`src/rtl/lsu_ctrl_if.sv`:
```
// lsu_ctrl_if: request/response and word-memory bus of the load/store unit
interface lsu_ctrl_if;
  logic        req_valid_i;
  logic        req_ready_o;
  logic        req_we_i;
  logic [1:0]  req_size_i;
  logic        req_unsigned_i;
  logic [31:0] req_addr_i;
  logic [31:0] req_wdata_i;
  logic        rsp_valid_o;
  logic        rsp_err_o;
  logic [31:0] rsp_rdata_o;
  logic [31:0] mem_addr_o;
  logic        mem_we_o;
  logic [31:0] mem_wdata_o;
  logic [31:0] mem_rdata_i;
  modport slave (
    input  req_valid_i, req_we_i, req_size_i, req_unsigned_i, req_addr_i, req_wdata_i, mem_rdata_i,
    output req_ready_o, rsp_valid_o, rsp_err_o, rsp_rdata_o, mem_addr_o, mem_we_o, mem_wdata_o
  );
  modport master (
    output req_valid_i, req_we_i, req_size_i, req_unsigned_i, req_addr_i, req_wdata_i, mem_rdata_i,
    input  req_ready_o, rsp_valid_o, rsp_err_o, rsp_rdata_o, mem_addr_o, mem_we_o, mem_wdata_o
  );
endinterface

```
`src/rtl/lsu_ctrl.sv`:
```
// lsu_ctrl: load/store unit with alignment/range checks and read-modify-write sub-word stores
// Optional LSU_WORD_STORE_BYPASS_EN: aligned word stores skip the READ cycle.
module lsu_ctrl #(
  parameter int unsigned MEM_WORDS = 64
) (
  input logic       clk_i,
  input logic       rst_ni,
  lsu_ctrl_if.slave bus
);
  typedef enum logic [1:0] {IDLE, READ, WRITE, DONE} state_t;
  state_t      state_q, state_d;
  logic        we_q, uns_q, err_q;
  logic [1:0]  size_q;
  logic [31:0] addr_q, wdata_q, old_q, rdata_q;
  logic        bad, byp;
  logic [31:0] sh, load_val, mask, merged;
  assign bad = bus.req_size_i == 2'b11 ||
               (bus.req_size_i == 2'b01 && bus.req_addr_i[0]) ||
               (bus.req_size_i == 2'b10 && bus.req_addr_i[1:0] != 2'b00) ||
               {2'b00, bus.req_addr_i[31:2]} >= MEM_WORDS;
`ifdef LSU_WORD_STORE_BYPASS_EN
  assign byp = bus.req_we_i && bus.req_size_i == 2'b10;
`else
  assign byp = 1'b0;
`endif
  // lane extraction for loads and lane merge for stores
  assign sh       = bus.mem_rdata_i >> {addr_q[1:0], 3'b000};
  assign load_val = size_q == 2'b00 ? {{24{~uns_q & sh[7]}}, sh[7:0]} :
                    size_q == 2'b01 ? {{16{~uns_q & sh[15]}}, sh[15:0]} : bus.mem_rdata_i;
  assign mask     = size_q == 2'b00 ? 32'h0000_00ff << {addr_q[1:0], 3'b000} :
                    size_q == 2'b01 ? 32'h0000_ffff << {addr_q[1], 4'b0000} : 32'hffff_ffff;
  assign merged   = (old_q & ~mask) | ((wdata_q << {addr_q[1:0], 3'b000}) & mask);
  // state register
  always_ff @(posedge clk_i or negedge rst_ni)
    if (!rst_ni) state_q <= IDLE;
    else state_q <= state_d;
  // next-state decode
  always_comb begin
    state_d = state_q;
    unique case (state_q)
      IDLE:  if (bus.req_valid_i) state_d = bad ? DONE : (byp ? WRITE : READ);
      READ:  state_d = we_q ? WRITE : DONE;
      WRITE: state_d = DONE;
      DONE:  state_d = IDLE;
    endcase
  end
  // request latch, old-word capture and response data; rdata only changes on the way into DONE
  always_ff @(posedge clk_i or negedge rst_ni)
    if (!rst_ni) begin
      we_q    <= 1'b0;
      uns_q   <= 1'b0;
      err_q   <= 1'b0;
      size_q  <= 2'b00;
      addr_q  <= '0;
      wdata_q <= '0;
      old_q   <= '0;
      rdata_q <= '0;
    end else begin
      if (state_q == IDLE && bus.req_valid_i) begin
        we_q    <= bus.req_we_i;
        uns_q   <= bus.req_unsigned_i;
        size_q  <= bus.req_size_i;
        addr_q  <= bus.req_addr_i;
        wdata_q <= bus.req_wdata_i;
        err_q   <= bad;
        if (bad) rdata_q <= '0;
      end
      if (state_q == READ) begin
        old_q <= bus.mem_rdata_i;
        if (!we_q) rdata_q <= load_val;
      end
      if (state_q == WRITE) rdata_q <= '0;
    end
  // outputs decoded from the state register
  always_comb begin
    bus.req_ready_o = state_q == IDLE;
    bus.rsp_valid_o = state_q == DONE;
    bus.rsp_err_o   = state_q == DONE && err_q;
    bus.mem_we_o    = state_q == WRITE;
    bus.mem_addr_o  = state_q == READ || state_q == WRITE ? {addr_q[31:2], 2'b00} : 32'h0;
    bus.mem_wdata_o = state_q == WRITE ? merged : 32'h0;
  end
  assign bus.rsp_rdata_o = rdata_q;
endmodule

```
`src/flat_wrapper.sv`:
```
// flat-port wrapper written by rule: the top's interface ports become plain ports
module lsu_ctrl_flat 
#(
  parameter int unsigned MEM_WORDS = 64
)
  (clk_i, rst_ni, bus_req_valid_i, bus_req_we_i, bus_req_size_i, bus_req_unsigned_i, bus_req_addr_i, bus_req_wdata_i, bus_mem_rdata_i, bus_req_ready_o, bus_rsp_valid_o, bus_rsp_err_o, bus_rsp_rdata_o, bus_mem_addr_o, bus_mem_we_o, bus_mem_wdata_o);
  lsu_ctrl_if bus_i ();
  input logic clk_i;
  input logic rst_ni;
  input wire logic [$bits(bus_i.req_valid_i)-1:0] bus_req_valid_i;
  input wire logic [$bits(bus_i.req_we_i)-1:0] bus_req_we_i;
  input wire logic [$bits(bus_i.req_size_i)-1:0] bus_req_size_i;
  input wire logic [$bits(bus_i.req_unsigned_i)-1:0] bus_req_unsigned_i;
  input wire logic [$bits(bus_i.req_addr_i)-1:0] bus_req_addr_i;
  input wire logic [$bits(bus_i.req_wdata_i)-1:0] bus_req_wdata_i;
  input wire logic [$bits(bus_i.mem_rdata_i)-1:0] bus_mem_rdata_i;
  output wire logic [$bits(bus_i.req_ready_o)-1:0] bus_req_ready_o;
  output wire logic [$bits(bus_i.rsp_valid_o)-1:0] bus_rsp_valid_o;
  output wire logic [$bits(bus_i.rsp_err_o)-1:0] bus_rsp_err_o;
  output wire logic [$bits(bus_i.rsp_rdata_o)-1:0] bus_rsp_rdata_o;
  output wire logic [$bits(bus_i.mem_addr_o)-1:0] bus_mem_addr_o;
  output wire logic [$bits(bus_i.mem_we_o)-1:0] bus_mem_we_o;
  output wire logic [$bits(bus_i.mem_wdata_o)-1:0] bus_mem_wdata_o;
  assign bus_i.req_valid_i = bus_req_valid_i;
  assign bus_i.req_we_i = bus_req_we_i;
  assign bus_i.req_size_i = bus_req_size_i;
  assign bus_i.req_unsigned_i = bus_req_unsigned_i;
  assign bus_i.req_addr_i = bus_req_addr_i;
  assign bus_i.req_wdata_i = bus_req_wdata_i;
  assign bus_i.mem_rdata_i = bus_mem_rdata_i;
  assign bus_req_ready_o = bus_i.req_ready_o;
  assign bus_rsp_valid_o = bus_i.rsp_valid_o;
  assign bus_rsp_err_o = bus_i.rsp_err_o;
  assign bus_rsp_rdata_o = bus_i.rsp_rdata_o;
  assign bus_mem_addr_o = bus_i.mem_addr_o;
  assign bus_mem_we_o = bus_i.mem_we_o;
  assign bus_mem_wdata_o = bus_i.mem_wdata_o;
  lsu_ctrl #(.MEM_WORDS(MEM_WORDS)) u_core (.clk_i(clk_i), .rst_ni(rst_ni), .bus(bus_i));
endmodule
```
`config.mk`:
```
export PLATFORM = sky130hd
export DESIGN_NAME = lsu_ctrl_flat
export DESIGN_NICKNAME = d
export VERILOG_FILES = /design/src/rtl/lsu_ctrl_if.sv /design/src/rtl/lsu_ctrl.sv /design/src/flat_wrapper.sv
export SDC_FILE = /design/constraint.sdc
export NUM_CORES = 1
export LEC_CHECK = 0
export CAP_MARGIN = 20
export CORE_UTILIZATION = 48
export CTS_CLUSTER_DIAMETER = 30
export DETAILED_ROUTE_END_ITERATION = 8
export GPL_TIMING_DRIVEN = 0
export PLACE_DENSITY = 0.88
export SLEW_MARGIN = 0
export SYNTH_ARGS = -nofsm -noshare
export SYNTH_HDL_FRONTEND = slang
export SYNTH_SLANG_ARGS = --single-unit
export TNS_END_PERCENT = 50
```
`constraint.sdc`:
```
create_clock -name clk_i -period 2.62 [get_ports clk_i]
set_input_delay 0.524 -clock clk_i [delete_from_list [all_inputs] [get_ports clk_i]]
set_output_delay 0.524 -clock clk_i [all_outputs]
set_load 0.03 [all_outputs]
```
-- Yosys cells after proc, flatten, opt, wreduce, memory -nomap -nowiden
Cells that the tools add are included.
- bits in registers: 135
- word-level logic and storage cells: 55
- order comparisons: 1
- eq/ne operators: 8
- shift-type cells: 4
- mux-type cells: 15
- bitwise gates (word level): 7
- reductions and logical operators: 11
- operators with widths (cell ; number):
    32-bit two-way mux ; 11
    32-bit AND ; 2
    32-bit NOT ; 1
    32-bit bitwise OR ; 1
    16-bit by 5-bit << shifter with 32-bit output, first input constant ; 1
    32-bit by 5-bit << shifter with 32-bit output ; 1
    8-bit by 5-bit << shifter with 32-bit output, first input constant ; 1
    32-bit by 5-bit >> shifter with 16-bit output ; 1
    30-bit by 7-bit greater-or-equal comparator with 1-bit output, second input constant ; 1
    2-bit equality test, second input constant ; 4
    2-bit case mux with 4 select lines ; 1
    2-bit by 1-bit equality test with 1-bit output, second input constant ; 3
    1-bit logical AND ; 4
    2-bit zero test ; 2
    1-bit logical OR ; 4
    2-bit two-way mux ; 2
    1-bit AND ; 2
    2-bit != test, second input constant ; 1
    2-bit nonzero test ; 1
    1-bit two-way mux ; 1
    1-bit NOT ; 1

-- Longest topological paths before layout
Gate-level depths: netlist of run 1.
- depth after elaboration: 10
- depth in mapped cells: 9
- mapped depth without buffers: 6

-- Worst setup path before layout of run 1
No wires, ideal clock.
- kind: reg-to-output
- from: register u_core.size_q[0]
- to: output bus_mem_wdata_o[24]
- arrival time: 1.992 ns
- required time: 2.096 ns
- path slack: 0.104 ns
- cell stages (with the launch flop): 6
- buffers on the path: 1
- cell sequence: dfrtp_1 -> clkbuf_1 -> or2_2 -> a21oi_1 -> nand2_1 -> a21boi_0
- word-level cells in the longest chain between the ends: 7
- elaborated cells between the ends (all ways): 9
- classes of those cells: eq/ne: 1; mux: 3; bitwise: 4; reduce/logical: 1
- RTL lines (item ; line ; text):
    start, declared ; lsu_ctrl.sv:13 ; logic [1:0] size_q;
    start signal, assigned ; lsu_ctrl.sv:62 ; size_q <= bus.req_size_i;
    2-bit by 1-bit equality test with 1-bit output ; lsu_ctrl.sv:31 ; size_q == 2'b01 ? 32'h0000_ffff << {addr_q[1], 4'b0000} : 32'hffff_ffff;
    32-bit two-way mux ; lsu_ctrl.sv:31 ;
    32-bit two-way mux (*) ; lsu_ctrl.sv:30 ; assign mask = size_q == 2'b00 ? 32'h0000_00ff << {addr_q[1:0], 3'b000} :
    32-bit NOT ; lsu_ctrl.sv:32 ; assign merged = (old_q & ~mask) | ((wdata_q << {addr_q[1:0], 3'b000}) & mask);
    32-bit AND ; lsu_ctrl.sv:32 ;
    32-bit bitwise OR (*) ; lsu_ctrl.sv:32 ;
    32-bit two-way mux (*) ; lsu_ctrl.sv:81 ; bus.mem_wdata_o = state_q == WRITE ? merged : 32'h0;
    end, declared ; flat_wrapper.sv:23 ; output wire logic [$bits(bus_i.mem_wdata_o)-1:0] bus_mem_wdata_o;
Mark *: on every way between the ends. The rest lies on a longest branch, timed or not.

-- Final worst setup path of run 1
- from: register u_core.size_q[0]
- to: output bus_mem_wdata_o[13]
The elaborated chain is that of the path after synthesis.

==> impl_metrics.yaml, run 1 <==
logic_synthesis:
  synthCells: 615
  synthFlopType: "dfrtp_1"
  synth_edf_count: 0
  yosysWarningCount: 0
  netlist_area_um2: 6930
  synth_area_per_cell_um2: 11.3
  synth_async_sr_flop_share_pct: 100
  ys_seq_area_share_pct: 48.8
  ys_types: 45
  synth_seq_cells: 135
cts:
  clock_path_buffers: 2
  clkLatencyLatePin_ps: 430
  cts_tree: "yes"
  clockRootBuffer: "clkbuf_16"
  clock-sinks: 135
  clk_pin_slew_ps: 60
  cts-buffers-inserted: 17
  htree_num_levels: 4
floorplan:
  io_pins: 203
  die_x_um: 122
  placement_rows: 43
  fp.dieH_um: 122
  dieArea_um2: 14900
  coreArea_um2: 14000
  initial_core_util_pct: 49.5
timing:
  rsz0062_at_grt: "true"
  whs_ps: 499
  setup_tns_ps: -21.9
  setup_slack_ps: -21.9
  slew_violations: 0
  worstMarginPinSlew_ps: 876
  setup_viol: 1
  finalCritPeriodShare_pct: 101
  finClkSkew_ps: 8.93
  timing_hold_violations_final: 0
  min_period_ps: 2640
  max_slew_margin_pct: 40.8
  max_freq_mhz: 379
detailed_routing:
  route.detailed.drc: 0
  vias_per_cell: 5.79
  drt-total-wl_um: 22000
  wl_per_cell_um: 21.3
  drt_iter0_drc: 412
  dr.pass1.iters: 5
  num_vias: 5984
  ant_nets: 0
global_route:
  grt_pass1_wl_um: 34100
  antenna_found_initial: 0
  gr-total-overflow: 0
  grt_pass1_vias: 6240
  grt_max_degree: 99
  track_usage_pct: 31.0
placement:
  portBuffers: 200
  placed_cell_area_um2: 9190
  place_ws_ps: -585
  dp_cells: 997
  globalplace.congestion: 0.917
  dp_hpwl_um: 15700
critical_path:
  r2r_slack_ps: 250
  required_ps: 2100
  startpoint: "u_core.size_q[0]$_DFFE_PN0P_"
  critical_path_arrival_ps: 2120
  end_kind: "primary output"
  crit-reg2reg-capture: "u_core.bus.rsp_rdata_o[29]$_DFF_PN0_"
  start_kind: "register"
  critical_path_class: "register to primary output"
  worstRegToRegCells: 6
  crit_fanout: 9
  reg2reg_from: "u_core.state_q[0]$_DFFE_PN0P_"
finish:
  layout_commonest_cell: "clkdlybuf4s50_1"
  postLayoutCoreUtil_pct: 69.7
  final_layout_size_suffix_gt1_share_pct: 29.3
  final_cell_mix: "137 x clkdlybuf4s50_1, 133 x dfrtp_1, 100 x mux2_2, 66 x nand2_1, 39 x clkbuf_2"
  finalInstanceArea_um2: 9760
  stdcell_count: 1034
  nNetsFinal: 949
  antenna_cells: 0
  area_delta_synth_final_pct: 40.8
run:
  timing.max_cap.violations: 0
hold_path:
  min_path_type: "register to register"
  worstHoldStart: "u_core.addr_q[9]$_DFFE_PN0P_"
  holdPathEnd: "u_core.addr_q[9]$_DFFE_PN0P_"
  holdPathStages: 1
status:
  status: "finished, violations left"
  failed_checks: "setup timing"
pwr:
  peakVddDrop_v: 0.000834
  totalPowerFinal_mw: 14.7
  cellPowerDensity_nw_per_um2: 1510
  p_leak_nw: 4.26
sequential cells by signal (all words and copies together) (netlist names):
name,flops
u_core.state_q,2
u_core.wdata_q,32
u_core.we_q,1
u_core.uns_q,1
u_core.size_q,2
u_core.old_q,32
u_core.err_q,1
u_core.bus.rsp_rdata_o,32
u_core.addr_q,32
what timing repair did:
| action | in CTS | in global routing |
|---|---|---|
| gates resized for setup | 193 | 132 |
| pin swaps | 2 | 2 |
| buffers inserted | 3 | 3 |
| hold endpoints to repair | 8 | 0 |
| hold buffers | 1 | 0 |
| setup endpoints to repair | 63 | 90 |
kinds of logic (layout without fill, tap and decap cells):
logic type | Yosys count | in the layout | synth area share, %
simple gates | 171 | 171 | 12.6
buf+inv | 51 | 289 | 3.29
compound gates | 112 | 112 | 12.2
flops | 135 | 135 | 48.8
other cells | 1 | 2 | 0.0541
mux | 141 | 141 | 22.4
fa+ha+maj | 4 | 4 | 0.723
layer usage:
metal / up-vias / GRT usage [%] / part of all wire [%]
met5: - / 0 / 0
met4: 0 / 15.8 / 4.6
met3: 76 / 6.98 / 6.9
met2: 317 / 51.1 / 48
met1: 2915 / 38.3 / 40
li1: 2676 / - / -
cell type report:
cell class              count  area, um^2
flip-flops and latches    135        3380
repair buffers            208        1840
well taps                 180         225
clock buffers              24         492
clock inverters             7        70.1
plain buffers              45         290
multi-input cells         430        3440
inverters                   5        21.3
fillers                  1014        4230
how the worst max path moves through the flow:
stage	to	slack [ps]	depth (start not counted)
after CTS	bus_mem_wdata_o[10]	-90	7
after detailed placement	bus_mem_wdata_o[24]	-580	6
after global routing	bus_mem_wdata_o[13]	-100	8
final	bus_mem_wdata_o[13]	-20	6
after global placement	u_core.bus.rsp_rdata_o[25]$_DFF_PN0_	-4190	1
after floorplan	bus_mem_wdata_o[24]	100	5
critical path: stages, from the launching register on:
cell and delay (ps):
dfrtp_2 480, or2_4 310, a21oi_4 180, buf_12 150, mux2i_1 200, nor2b_1 80, clkdlybuf4s15_2 280
Yosys cell counts, drive strengths merged, types with 2 or more instances:
master,count,share of area (%)
nor2b,36,3.3
a22o,5,0.63
nand3,8,0.58
o211ai,8,0.87
ha,4,0.72
dfrtp,135,49
o21ai,10,0.72
a21oi,5,0.42
o211a,8,1.2
o221ai,7,0.89
a21o,4,0.43
nor2,14,0.76
a22oi,8,0.87
nand2b,4,0.36
mux2,100,16
a2bb2oi,9,1.1
mux2i,40,5.8
a31oi,2,0.18
o22ai,26,2.3
nor4,6,0.54
inv,4,0.22
a21boi,8,0.87
buf,19,1.6
and2,31,2.8
clkbuf,27,1.5
nand2,66,3.6
a221oi,7,0.89
nand3b,2,0.22
power by group:
group / internal, mW / switching, mW
Clock: 1.40 / 0.902
Sequential: 3.14 / 0.825
Combinational: 3.59 / 4.90
Power figures use the tool's default switching activity.
==> inputs of run 2 (changes only) <==
--- a/config.mk
+++ b/config.mk
@@ -7,7 +7,6 @@
 export LEC_CHECK = 0
 export CAP_MARGIN = 20
 export CORE_UTILIZATION = 48
-export CTS_CLUSTER_DIAMETER = 30
 export DETAILED_ROUTE_END_ITERATION = 8
 export GPL_TIMING_DRIVEN = 0
 export PLACE_DENSITY = 0.88
==> results of run 2 <==
The final DEF is identical to that of run 1; final timing and power are the same.
